**src/rtl/alu_issue_stage.sv**
```systemverilog
// Decode/issue stage ahead of the RV32I ALU: decodes OP/OP-IMM/LUI/AUIPC, forwards from execute,
// and holds one instruction behind a valid/ready handshake. ISSUE_PERF_CNT_EN adds perf counters.
module alu_issue_stage #(
  parameter int unsigned XLEN = 32
) (
  input  logic            clk,
  input  logic            rst,
  input  logic            in_valid,
  output logic            in_ready,
  input  logic [31:0]     in_instr,
  input  logic [XLEN-1:0] in_pc,
  input  logic [XLEN-1:0] rs1_data,
  input  logic [XLEN-1:0] rs2_data,
  input  logic [XLEN-1:0] ex_result,
  input  logic            flush,
  output logic            out_valid,
  input  logic            out_ready,
  output logic [XLEN-1:0] alu_a,
  output logic [XLEN-1:0] alu_b,
  output logic [3:0]      alu_func,
  output logic [4:0]      out_rd,
  output logic            out_wb_en,
  output logic            out_illegal
`ifdef ISSUE_PERF_CNT_EN
  ,
  output logic [31:0]     perf_issued,
  output logic [31:0]     perf_stall
`endif
);

  typedef enum logic [3:0] {
    FN_ADD  = 4'b0000,
    FN_SUB  = 4'b0001,
    FN_SLL  = 4'b0010,
    FN_SRL  = 4'b0011,
    FN_SLTU = 4'b0100,
    FN_AND  = 4'b0101,
    FN_OR   = 4'b0110,
    FN_XOR  = 4'b0111,
    FN_SRA  = 4'b1000,
    FN_SLT  = 4'b1001,
    FN_PASSB = 4'b1011
  } alu_func_e;

  typedef enum logic [6:0] {
    OPC_OP     = 7'b0110011,
    OPC_OP_IMM = 7'b0010011,
    OPC_LUI    = 7'b0110111,
    OPC_AUIPC  = 7'b0010111
  } opcode_e;

  logic            valid_q, valid_d;
  logic [XLEN-1:0] a_q, a_d, b_q, b_d;
  alu_func_e       func_q, func_d;
  logic [4:0]      rd_q, rd_d;
  logic            wb_en_q, wb_en_d;
  logic            illegal_q, illegal_d;

  logic [6:0]      opcode;
  logic [2:0]      funct3;
  logic [6:0]      funct7;
  logic [4:0]      rs1_idx, rs2_idx, rd_idx;
  logic [XLEN-1:0] imm_i, imm_u, shamt;
  logic [XLEN-1:0] src1, src2;
  logic            fwd1, fwd2;
  logic            capture;
  logic            dec_ill;
  alu_func_e       dec_func, base_func;
  logic [XLEN-1:0] dec_a, dec_b;

  assign in_ready = !valid_q || out_ready;
  assign capture  = in_valid && in_ready && !flush;

  always_comb begin
    opcode  = in_instr[6:0];
    rd_idx  = in_instr[11:7];
    funct3  = in_instr[14:12];
    rs1_idx = in_instr[19:15];
    rs2_idx = in_instr[24:20];
    funct7  = in_instr[31:25];
    imm_i   = {{20{in_instr[31]}}, in_instr[31:20]};
    imm_u   = {in_instr[31:12], 12'b0};
    shamt   = {27'b0, in_instr[24:20]};

    // The instruction held here is the one the ALU is executing this cycle.
    fwd1 = valid_q && wb_en_q && (rd_q != '0) && (rd_q == rs1_idx);
    fwd2 = valid_q && wb_en_q && (rd_q != '0) && (rd_q == rs2_idx);
    src1 = fwd1 ? ex_result : rs1_data;
    src2 = fwd2 ? ex_result : rs2_data;

    unique case (funct3)
      3'b000:  base_func = FN_ADD;
      3'b001:  base_func = FN_SLL;
      3'b010:  base_func = FN_SLT;
      3'b011:  base_func = FN_SLTU;
      3'b100:  base_func = FN_XOR;
      3'b101:  base_func = FN_SRL;
      3'b110:  base_func = FN_OR;
      default: base_func = FN_AND;
    endcase

    dec_ill  = 1'b1;
    dec_func = FN_ADD;
    dec_a    = '0;
    dec_b    = '0;
    case (opcode)
      OPC_OP: begin
        dec_a    = src1;
        dec_b    = src2;
        dec_func = base_func;
        if (funct7 == 7'b0000000) begin
          dec_ill = 1'b0;
        end else if (funct7 == 7'b0100000 && (funct3 == 3'b000 || funct3 == 3'b101)) begin
          dec_ill  = 1'b0;
          dec_func = (funct3 == 3'b000) ? FN_SUB : FN_SRA;
        end
      end
      OPC_OP_IMM: begin
        dec_a    = src1;
        dec_b    = imm_i;
        dec_func = base_func;
        dec_ill  = 1'b0;
        if (funct3 == 3'b001) begin
          dec_b   = shamt;
          dec_ill = (funct7 != 7'b0000000);
        end else if (funct3 == 3'b101) begin
          dec_b = shamt;
          if (funct7 == 7'b0100000) begin
            dec_func = FN_SRA;
          end else begin
            dec_ill = (funct7 != 7'b0000000);
          end
        end
      end
      OPC_LUI: begin
        dec_ill  = 1'b0;
        dec_b    = imm_u;
        dec_func = FN_PASSB;
      end
      OPC_AUIPC: begin
        dec_ill = 1'b0;
        dec_a   = in_pc;
        dec_b   = imm_u;
      end
      default: ;
    endcase
    if (dec_ill) begin
      dec_func = FN_ADD;
      dec_a    = '0;
      dec_b    = '0;
    end

    if (flush)         valid_d = 1'b0;
    else if (capture)  valid_d = 1'b1;
    else if (out_ready) valid_d = 1'b0;
    else               valid_d = valid_q;

    a_d       = a_q;
    b_d       = b_q;
    func_d    = func_q;
    rd_d      = rd_q;
    wb_en_d   = wb_en_q;
    illegal_d = illegal_q;
    if (capture) begin
      a_d       = dec_a;
      b_d       = dec_b;
      func_d    = dec_func;
      rd_d      = rd_idx;
      wb_en_d   = !dec_ill && (rd_idx != '0);
      illegal_d = dec_ill;
    end
  end

  always_ff @(posedge clk or posedge rst) begin
    if (rst) begin
      valid_q   <= 1'b0;
      a_q       <= '0;
      b_q       <= '0;
      func_q    <= FN_ADD;
      rd_q      <= '0;
      wb_en_q   <= 1'b0;
      illegal_q <= 1'b0;
    end else begin
      valid_q   <= valid_d;
      a_q       <= a_d;
      b_q       <= b_d;
      func_q    <= func_d;
      rd_q      <= rd_d;
      wb_en_q   <= wb_en_d;
      illegal_q <= illegal_d;
    end
  end

  assign out_valid   = valid_q;
  assign alu_a       = a_q;
  assign alu_b       = b_q;
  assign alu_func    = func_q;
  assign out_rd      = rd_q;
  assign out_wb_en   = wb_en_q;
  assign out_illegal = illegal_q;

`ifdef ISSUE_PERF_CNT_EN
  logic [31:0] issued_q, issued_d, stall_q, stall_d;

  always_comb begin
    issued_d = issued_q + 32'(capture);
    stall_d  = stall_q + 32'(in_valid && !in_ready);
  end

  always_ff @(posedge clk or posedge rst) begin
    if (rst) begin
      issued_q <= '0;
      stall_q  <= '0;
    end else begin
      issued_q <= issued_d;
      stall_q  <= stall_d;
    end
  end

  assign perf_issued = issued_q;
  assign perf_stall  = stall_q;
`endif

endmodule

```
**config.mk**
```make
export PLATFORM = sky130hd
export DESIGN_NAME = alu_issue_stage
export DESIGN_NICKNAME = d
export VERILOG_FILES = /design/src/rtl/alu_issue_stage.sv
export SDC_FILE = /design/constraint.sdc
export NUM_CORES = 1
export LEC_CHECK = 0
export BUFFER_PORTS_ARGS = -buffer_cell sky130_fd_sc_hd__buf_2
export CELL_PAD_IN_SITES_DETAIL_PLACEMENT = 1
export CELL_PAD_IN_SITES_GLOBAL_PLACEMENT = 2
export CORE_MARGIN = 3
export CORE_UTILIZATION = 25
export CTS_BUF_LIST = sky130_fd_sc_hd__clkbuf_8
export DETAILED_ROUTE_END_ITERATION = 10
export GPL_TIMING_DRIVEN = 0
export PLACE_DENSITY_LB_ADDON = 0.25
export SLEW_MARGIN = 40
export SYNTH_ARGS = -nofsm -noshare
export SYNTH_HDL_FRONTEND = slang
export SYNTH_SLANG_ARGS = --single-unit
```
**constraint.sdc**
```tcl
create_clock -name clk -period 4 [get_ports clk]
set_input_delay 0.6 -clock clk [delete_from_list [all_inputs] [get_ports clk]]
set_output_delay 0.6 -clock clk [all_outputs]
set_load 0.1 [all_outputs]
```
# Word level (Yosys, flattened, before mapping)
# Index checks and enable logic that the tools add are counted.
classes:
  eq_ne: 13
  n_reduce_logical: 21
  muxes: 26
op_table:
  columns: ["op", "count"]
  rows:
  - ["$mux W32", 6]
  - ["$pmux W32 S3", 1]
  - ["$pmux W32 S2", 1]
  - ["$mux W4", 7]
  - ["$pmux W4 S7", 1]
  - ["$eq A7 B6 Y1 const B", 3]
  - ["$eq A7 B5 Y1 const B", 2]
  - ["$pmux W4 S3", 1]
  - ["$eq A5 B5 Y1", 2]
  - ["$reduce_bool A5 Y1", 2]
  - ["$eq A3 B3 Y1 const B", 3]
  - ["$logic_and A1 B1 Y1", 8]
  - ["$mux W1", 8]
  - ["$logic_not A7 Y1", 1]
  - ["$reduce_bool A7 Y1", 1]
  - ["$eq A3 B2 Y1 const B", 2]
  - ["$reduce_or A2 Y1", 2]
  - ["$eq A3 B1 Y1 const B", 1]
  - ["$logic_not A1 Y1", 3]
  - ["$logic_not A3 Y1", 1]
  - ["$pmux W1 S3", 1]
  - ["$reduce_bool A3 Y1", 1]
  - ["$logic_or A1 B1 Y1", 2]
word_totals:
  reg_bits: 76
  word_cells: 67
  input_bits: 165

# Depth between registers and ports, before layout
# Gate-level depths: netlist of run 1.
depth:
  ltp_word: 8
  depth_mapped: 8

# Worst setup path after synthesis of run 1
# No wires, ideal clock.
synth_path:
  path_type: "reg-to-reg"
  startpoint: "register wb_en_q (netlist: out_wb_en)"
  endpoint: "register b_q[10] (netlist: alu_b[10])"
  setup_slack_ps: 1461
  t_arrival_ps: 2402
  n_path_buf: 2
  t_required_ps: 3863
  setup_time_ps: 137
  path_stages_with_launch: 8
  path_cell_list: "dfrtp_1 nand2_1 or4_4 buf_6 buf_6 o211ai_1 o2111a_1 a21oi_1"
synth_between:
  elab_chain_len: 6
synth_rtl:
  columns: ["element", "line_no", "rtl"]
  rows:
  - ["from (decl)", "56", "logic wb_en_q, wb_en_d;"]
  - ["from (signal assigned)", "189", "wb_en_q <= wb_en_d;"]
  - ["$logic_and A1 B1 Y1 (3 in series)", "87", "fwd2 = valid_q && wb_en_q && (rd_q != '0) && (rd_q == rs2_idx);"]
  - ["$mux W32", "89", "src2 = fwd2 ? ex_result : rs2_data;"]
  - ["$pmux W32 S3", "106", "case (opcode)"]
  - ["$mux W32", "147", "if (dec_ill) begin"]
  - ["to (signal assigned)", "178", "b_q <= '0;"]
  - ["to (signal assigned)", "186", "b_q <= b_d;"]
  - ["to (decl)", "53", "logic [XLEN-1:0] a_q, a_d, b_q, b_d;"]
# No other way between the ends.
# A chain may end at the register's enable or synchronous reset.

# Worst setup path in the final report of run 1
layout_path:
  startpoint: "register valid_q (netlist: out_valid)"
  endpoint: "register a_q[31] (netlist: alu_a[31])"
layout_between:
  elab_chain_len: 6
  elab_cells_between_ends: 10
  cone_classes: "3 x mux; 7 x reduce/logical"
layout_rtl:
  columns: ["element", "line_no", "rtl"]
  rows:
  - ["from (decl)", "52", "logic valid_q, valid_d;"]
  - ["from (signal assigned)", "184", "valid_q <= valid_d;"]
  - ["$logic_and A1 B1 Y1 (3 in series)", "86", "fwd1 = valid_q && wb_en_q && (rd_q != '0) && (rd_q == rs1_idx);"]
  - ["$mux W32", "88", "src1 = fwd1 ? ex_result : rs1_data;"]
  - ["$pmux W32 S2", "106", null]
  - ["$mux W32", "147", null]
  - ["to (signal assigned)", "177", "a_q <= '0;"]
  - ["to (signal assigned)", "185", "a_q <= a_d;"]
  - ["to (decl)", "53", null]
# Several ways; a longest one is shown, not always the timed one.

==> flow_summary.yaml, run 1 <==
status:
  status: "finished, final reports clean"
layout:
  area_growth_pct: 37.8
  final_common_cell: "buf_2"
  drive_gt1_frac: 0.397
  nets: 898
  final_cell_mix: "252 x buf_2, 76 x dfrtp_1, 47 x nand2_1"
  nFillCells: 2159
  finalInstanceArea_sq_um: 6310
clock_tree:
  cts-resized-gates: 0
  insertion_delay_ps: 370
  ctsHoldBuffers: 0
  clk_pin_slew_ps: 90
  cts_buffers: 9
  cts_buffer_depth: 2
  postCtsSetupRepairBufs: 0
  cts-root-buf: "clkbuf_8"
  cts.htree.levels: 3
  cts_tree: "built"
  cts_sinks: 76
route:
  vias: 5127
  wl_met2_mm: 10.6
  finalWirelength_mm: 22.6
  firstDrtPassIters: 4
  dr_wl_met3_mm: 1.59
  wl_per_cell_microns: 23.4
  drtAntennaViolNets: 0
  routed.top_layer: "met4"
  wl_met1_mm: 9.99
  drtIter0Drc: 257
  drc_errors: 0
  vias_per_cell: 5.32
place:
  placed_area_sq_um: 6090
  place.gp.congestion: 0.870
  hpwl_mm: 18.1
  port_buffers: 239
power:
  power_leakage_nw: 2.87
  power.density_nw_per_um2: 299
  power_frac_comb: 0.212
  peakVddDrop_mv: 0.148
  pwr-share-seq: 0.424
  p_sw_frac: 0.329
  p_clk_frac: 0.364
  switching_power_uw: 621
  fin_total_pwr_mw: 1.89
  cellInternalPower_mw: 1.27
global_route:
  antenna_found_initial: 1
  grt_start_max_net_pins: 51
  grt_usage: 0.219
  grt_pass1_wl_mm: 33.4
  grt_pass1_vias: 5525
  grt_overflow_total: 0
critical_path:
  cp.arrival_ps: 2860
  critical_path_class: "flop to flop"
  worst-path-max-fanout: 10
  endpoint_kind: "flop"
  cp.required_ps: 4300
  critPathLaunchType: "flop"
timing:
  relSlewSlack: 0.556
  hold_viol_final: 0
  whs_ps: 180
  post-route-period-util: 0.640
  period_needed_ps: 2560
  fin_tns_setup_ps: 0
  rsz0062_at_grt: "false"
  fin_skew_ps: 18.2
  max_freq_mhz: 391
  slew_viol_final: 0
  worst_pin_slew_ps: 666
  setup_viol: 0
synth:
  synth_area_per_cell_sq_um: 9.50
  syn_area_sq_um: 4580
  synth_cell_types: 52
  ys_seq_area_frac: 0.415
  synth-main-ff-cell: "dfrtp_1"
  synth_seq_cells: 76
  synth-edff-count: 0
  ys.warnings.count: 0
  synthCells: 482
  synth_nets: 647
  async_flop_share: 1.00
floorplanning:
  initial_core_util: 0.260
  num_rows: 48
  die_h_microns: 141
  dieArea_sq_um: 20000
  num_io_pins: 242
  die_w_microns: 141
  core_area_sq_um: 17600
min_path:
  hold_path.class: "input pin to async pin"
job:
  maxCapViolations: 0
-- per-stage QoR --
| step | setup slack, ps | utilization | cells |
|---|---|---|---|
| 2_1_floorplan | 1460 | - | 482 |
| 3_3_place_gp | 154 | 0.344 | 946 |
| 3_5_place_dp | 1200 | 0.346 | 947 |
| 4_1_cts | 1420 | 0.358 | 963 |
| 5_1_grt | 1240 | 0.359 | 964 |
| 6_report | 1440 | 0.359 | 964 |
-- registers in the layout, summed over array words and instances (netlist names) --
name,cells
out_wb_en,1
alu_func,4
out_illegal,1
alu_a,32
out_rd,5
out_valid,1
alu_b,32
-- power by group through the flow --
stage	clock, mW	combinational [mW]	sequential [mW]
2_1_floorplan	0	0.134	0.897
3_3_place_gp	0	0.391	0.816
3_5_place_dp	0	0.401	0.817
4_1_cts	0.700	0.403	0.801
5_1_grt	0.724	0.429	0.803
6_report	0.688	0.400	0.801
-- kinds of logic after synthesis --
family,count (synthesis),share of synthesized area
compound gates,164,0.260
simple gates,140,0.161
flops,76,0.415
buf+inv,53,0.0585
mux,37,0.0822
xor+xnor,12,0.0230
-- Yosys cell counts, types with 6 or more instances --
cell type	count	area, sq um
o211ai_1	7	52.6
clkbuf_1	22	82.6
a22oi_1	37	278
dfrtp_1	76	1900
o21ai_0	22	110
buf_6	7	78.8
a21o_1	6	45.0
and3_1	8	50.1
buf_2	13	65.1
o21ai_1	25	125
xnor2_1	7	61.3
o2111a_1	6	67.6
nor2_1	12	45.0
a21oi_1	10	50.1
inv_1	9	33.8
nand3_1	44	220
a221oi_1	19	166
a32oi_1	17	149
nand2_1	47	176
mux2i_1	32	320
-- path summary, 6_finish.rpt --
kind,from,slack (ps),end,depth (start not counted)
setup reg to reg,out_valid$_DFFE_PP0P_,1440,alu_a[31]$_DFFE_PP0P_,7
setup / recovery,out_valid$_DFFE_PP0P_,1440,alu_a[31]$_DFFE_PP0P_,7
hold reg to reg,alu_b[0]$_DFFE_PP0P_,490,alu_b[0]$_DFFE_PP0P_,2
max in group asynchronous,rst,3250,alu_b[26]$_DFFE_PP0P_,3
hold / removal,rst,180,alu_a[23]$_DFFE_PP0P_,2
min in group clk,flush,380,out_valid$_DFFE_PP0P_,2
-- cell type report --
class                           instances  area, sq um  area share
Multi-Input combinational cell        353         2410       0.382
Timing Repair Buffer                  240         1220       0.194
Inverter                                9         38.8     0.00615
Clock inverter                          6         78.8      0.0125
Buffer                                 44          234      0.0371
Tap cell                              225          282      0.0446
Antenna cell                            1         2.50    0.000397
Clock buffer                           10          138      0.0218
Sequential cell                        76         1900       0.301
-- per-layer routing --
metal	up-vias	global-route usage
li1	2341	-
met2	226	0.366
met3	24	0.0495
met4	0	0.0663
met5	-	0
met1	2536	0.284
-- worst max-delay path: stages (launching register included) --
cell	delay, ps
dfrtp_1	400
nor2b_4	140
or3b_1	360
buf_2	210
nor3_2	550
clkbuf_1	540
a22oi_1	160
o21ai_1	120
(Power assumes the default switching activity.)
==> inputs of run 2 (changes only) <==
Clock period 4 ns to 2.6 ns, I/O delays scaled along.
==> run 2 against run 1 <==
  * First-iteration DRC count shrank 15%
  * Sequential cell count is the same
  * Register-to-register slack lost 1200 ps
  * Worst hold slack lost 8.7 ps
  * Setup slack lost 1200 ps
==> flow_summary.yaml, run 2 (same netlist as run 1, synthesis figures left out) <==
min_path:
  hold_end: "out_valid$_DFFE_PP0P_"
  hold_depth: 2
  holdCritStartpoint: "flush"
  hold_path.class: "input pin to flop"
timing:
  hold_viol_final: 0
  max_freq_mhz: 418
  fin_skew_ps: 17.7
  fin_tns_setup_ps: 0
  whs_ps: 171
  post-route-period-util: 0.920
  relSlewSlack: 0.537
  worst_slack_ps: 208
  slew_viol_final: 0
  setup_viol: 0
  rsz0062_at_grt: "false"
  worst_pin_slew_ps: 695
  period_needed_ps: 2390
global_route:
  grt_pass1_vias: 5526
  grt_pass1_wl_mm: 33.4
  grt_start_max_net_pins: 51
  grt_usage: 0.219
  grt_overflow_total: 0
  antenna_found_initial: 1
route:
  vias: 5133
  wl_per_cell_microns: 23.4
  finalWirelength_mm: 22.6
  drtIter0Drc: 219
  drc_errors: 0
  drtAntennaViolNets: 0
  firstDrtPassIters: 4
  vias_per_cell: 5.32
place:
  place.gp.congestion: 0.870
  placed_area_sq_um: 6090
  hpwl_mm: 18.1
  preCtsSetupSlack_ps: 8.91
  port_buffers: 239
critical_path:
  critPathLaunchType: "flop"
  r2r-start: "out_valid$_DFFE_PP0P_"
  critical_path_class: "flop to flop"
  worst-path-max-fanout: 10
  cp.required_ps: 2900
  endpoint_kind: "flop"
  rr_worst_depth: 7
  critPathBufInv: 2
  reg2reg_setup_slack_ps: 210
  critical_path.max_stage_delay_ps: 520
  path_cells: "nor2b_4 > or3b_1 > buf_2 > nor3_4 > clkbuf_1 > a22oi_1 > o21ai_1"
  cpLargestDelayFamily: "simple AND/OR/NAND/NOR gates"
  slowest_stage: "clkbuf_1"
  cp.arrival_ps: 2690
  timing.rr.end: "alu_a[31]$_DFFE_PP0P_"
clock_tree:
  cts_buffers: 9
  cts_tree: "built"
  cts_sinks: 76
  clk_pin_slew_ps: 90
  cts_buffer_depth: 2
  insertion_delay_ps: 370
  cts-root-buf: "clkbuf_8"
  postCtsSetupRepairBufs: 0
  cts.htree.levels: 3
floorplanning:
  die_h_microns: 141
  initial_core_util: 0.260
  core_area_sq_um: 17600
  num_io_pins: 242
  dieArea_sq_um: 20000
  num_rows: 48
  die_w_microns: 141
layout:
  nFillCells: 2158
  finalInstanceArea_sq_um: 6330
  final_cell_mix: "252 x buf_2, 76 x dfrtp_1, 47 x nand2_1"
  area_growth_pct: 38.1
  final_common_cell: "buf_2"
  drive_gt1_frac: 0.398
  nets: 899
job:
  maxCapViolations: 0
power:
  power_frac_comb: 0.212
  cellInternalPower_mw: 1.95
  pwr-share-seq: 0.424
  p_clk_frac: 0.364
  fin_total_pwr_mw: 2.90
  power.density_nw_per_um2: 459
  power_leakage_nw: 2.88
  switching_power_uw: 952
  p_sw_frac: 0.328
  peakVddDrop_mv: 0.228
status:
  status: "finished, final reports clean"
[run 2: cell count changes in the layout (fill, tap and decap cells not counted), sizes merged]
cell         before  now
dlygate4sd3       0    1
[run 2: power by group through the flow]
stage               Sequential [mW]  Combinational (mW)  Clock, mW
floorplan                      1.38               0.206          0
global placement               1.26               0.602          0
detailed placement             1.26               0.618          0
CTS                            1.23               0.621       1.08
global route                   1.24               0.663       1.11
finish                         1.23               0.617       1.06
[run 2: layout make-up]
| class | instances | area, sq um | area share |
|---|---|---|---|
| multi-input cells | 353 | 2420 | 0.382 |
| repair buffers | 241 | 1230 | 0.195 |
| plain buffers | 44 | 235 | 0.0372 |
| clock inverters | 6 | 78.8 | 0.0125 |
| diodes | 1 | 2.50 | 0.000396 |
| well taps | 225 | 282 | 0.0445 |
| clock buffers | 10 | 138 | 0.0218 |
| flip-flops and latches | 76 | 1900 | 0.301 |
| inverters | 9 | 38.8 | 0.00613 |
[run 2: how the worst max path moves through the flow]
stage	from	end	slack (ps)	cells after the start
after floorplan	out_wb_en$_DFFE_PP0P_	alu_b[10]$_DFFE_PP0P_	60	7
after global placement	rst	alu_func[0]$_DFFE_PP0P_	-1040	2
after detailed placement	out_ready	alu_a[31]$_DFFE_PP0P_	9	8
after CTS	out_valid$_DFFE_PP0P_	alu_a[31]$_DFFE_PP0P_	20	7
after global routing	out_valid$_DFFE_PP0P_	alu_a[16]$_DFFE_PP0P_	30	7
final	out_valid$_DFFE_PP0P_	alu_a[31]$_DFFE_PP0P_	210	7
[run 2: per-layer routing]
| metal | global-route usage | vias to the layer above | wire [microns] |
|---|---|---|---|
| li1 | - | 2345 | - |
| met1 | 0.284 | 2558 | 9960 |
| met2 | 0.366 | 204 | 10600 |
| met3 | 0.0495 | 26 | 1570 |
| met4 | 0.0663 | 0 | 413 |
| met5 | 0 | - | 0 |
[run 2: what timing repair did]
action,CTS,global route
hold buffers,1,0
resized for setup,0,3
endpoints found under the setup margin,0,30
endpoints found under the hold margin,26,0
[run 2: metrics by stage]
step | util | std cells
after global placement | 0.344 | 946
final | 0.359 | 965
after global routing | 0.359 | 965
after detailed placement | 0.346 | 947
after CTS | 0.359 | 964
after floorplan | - | 482
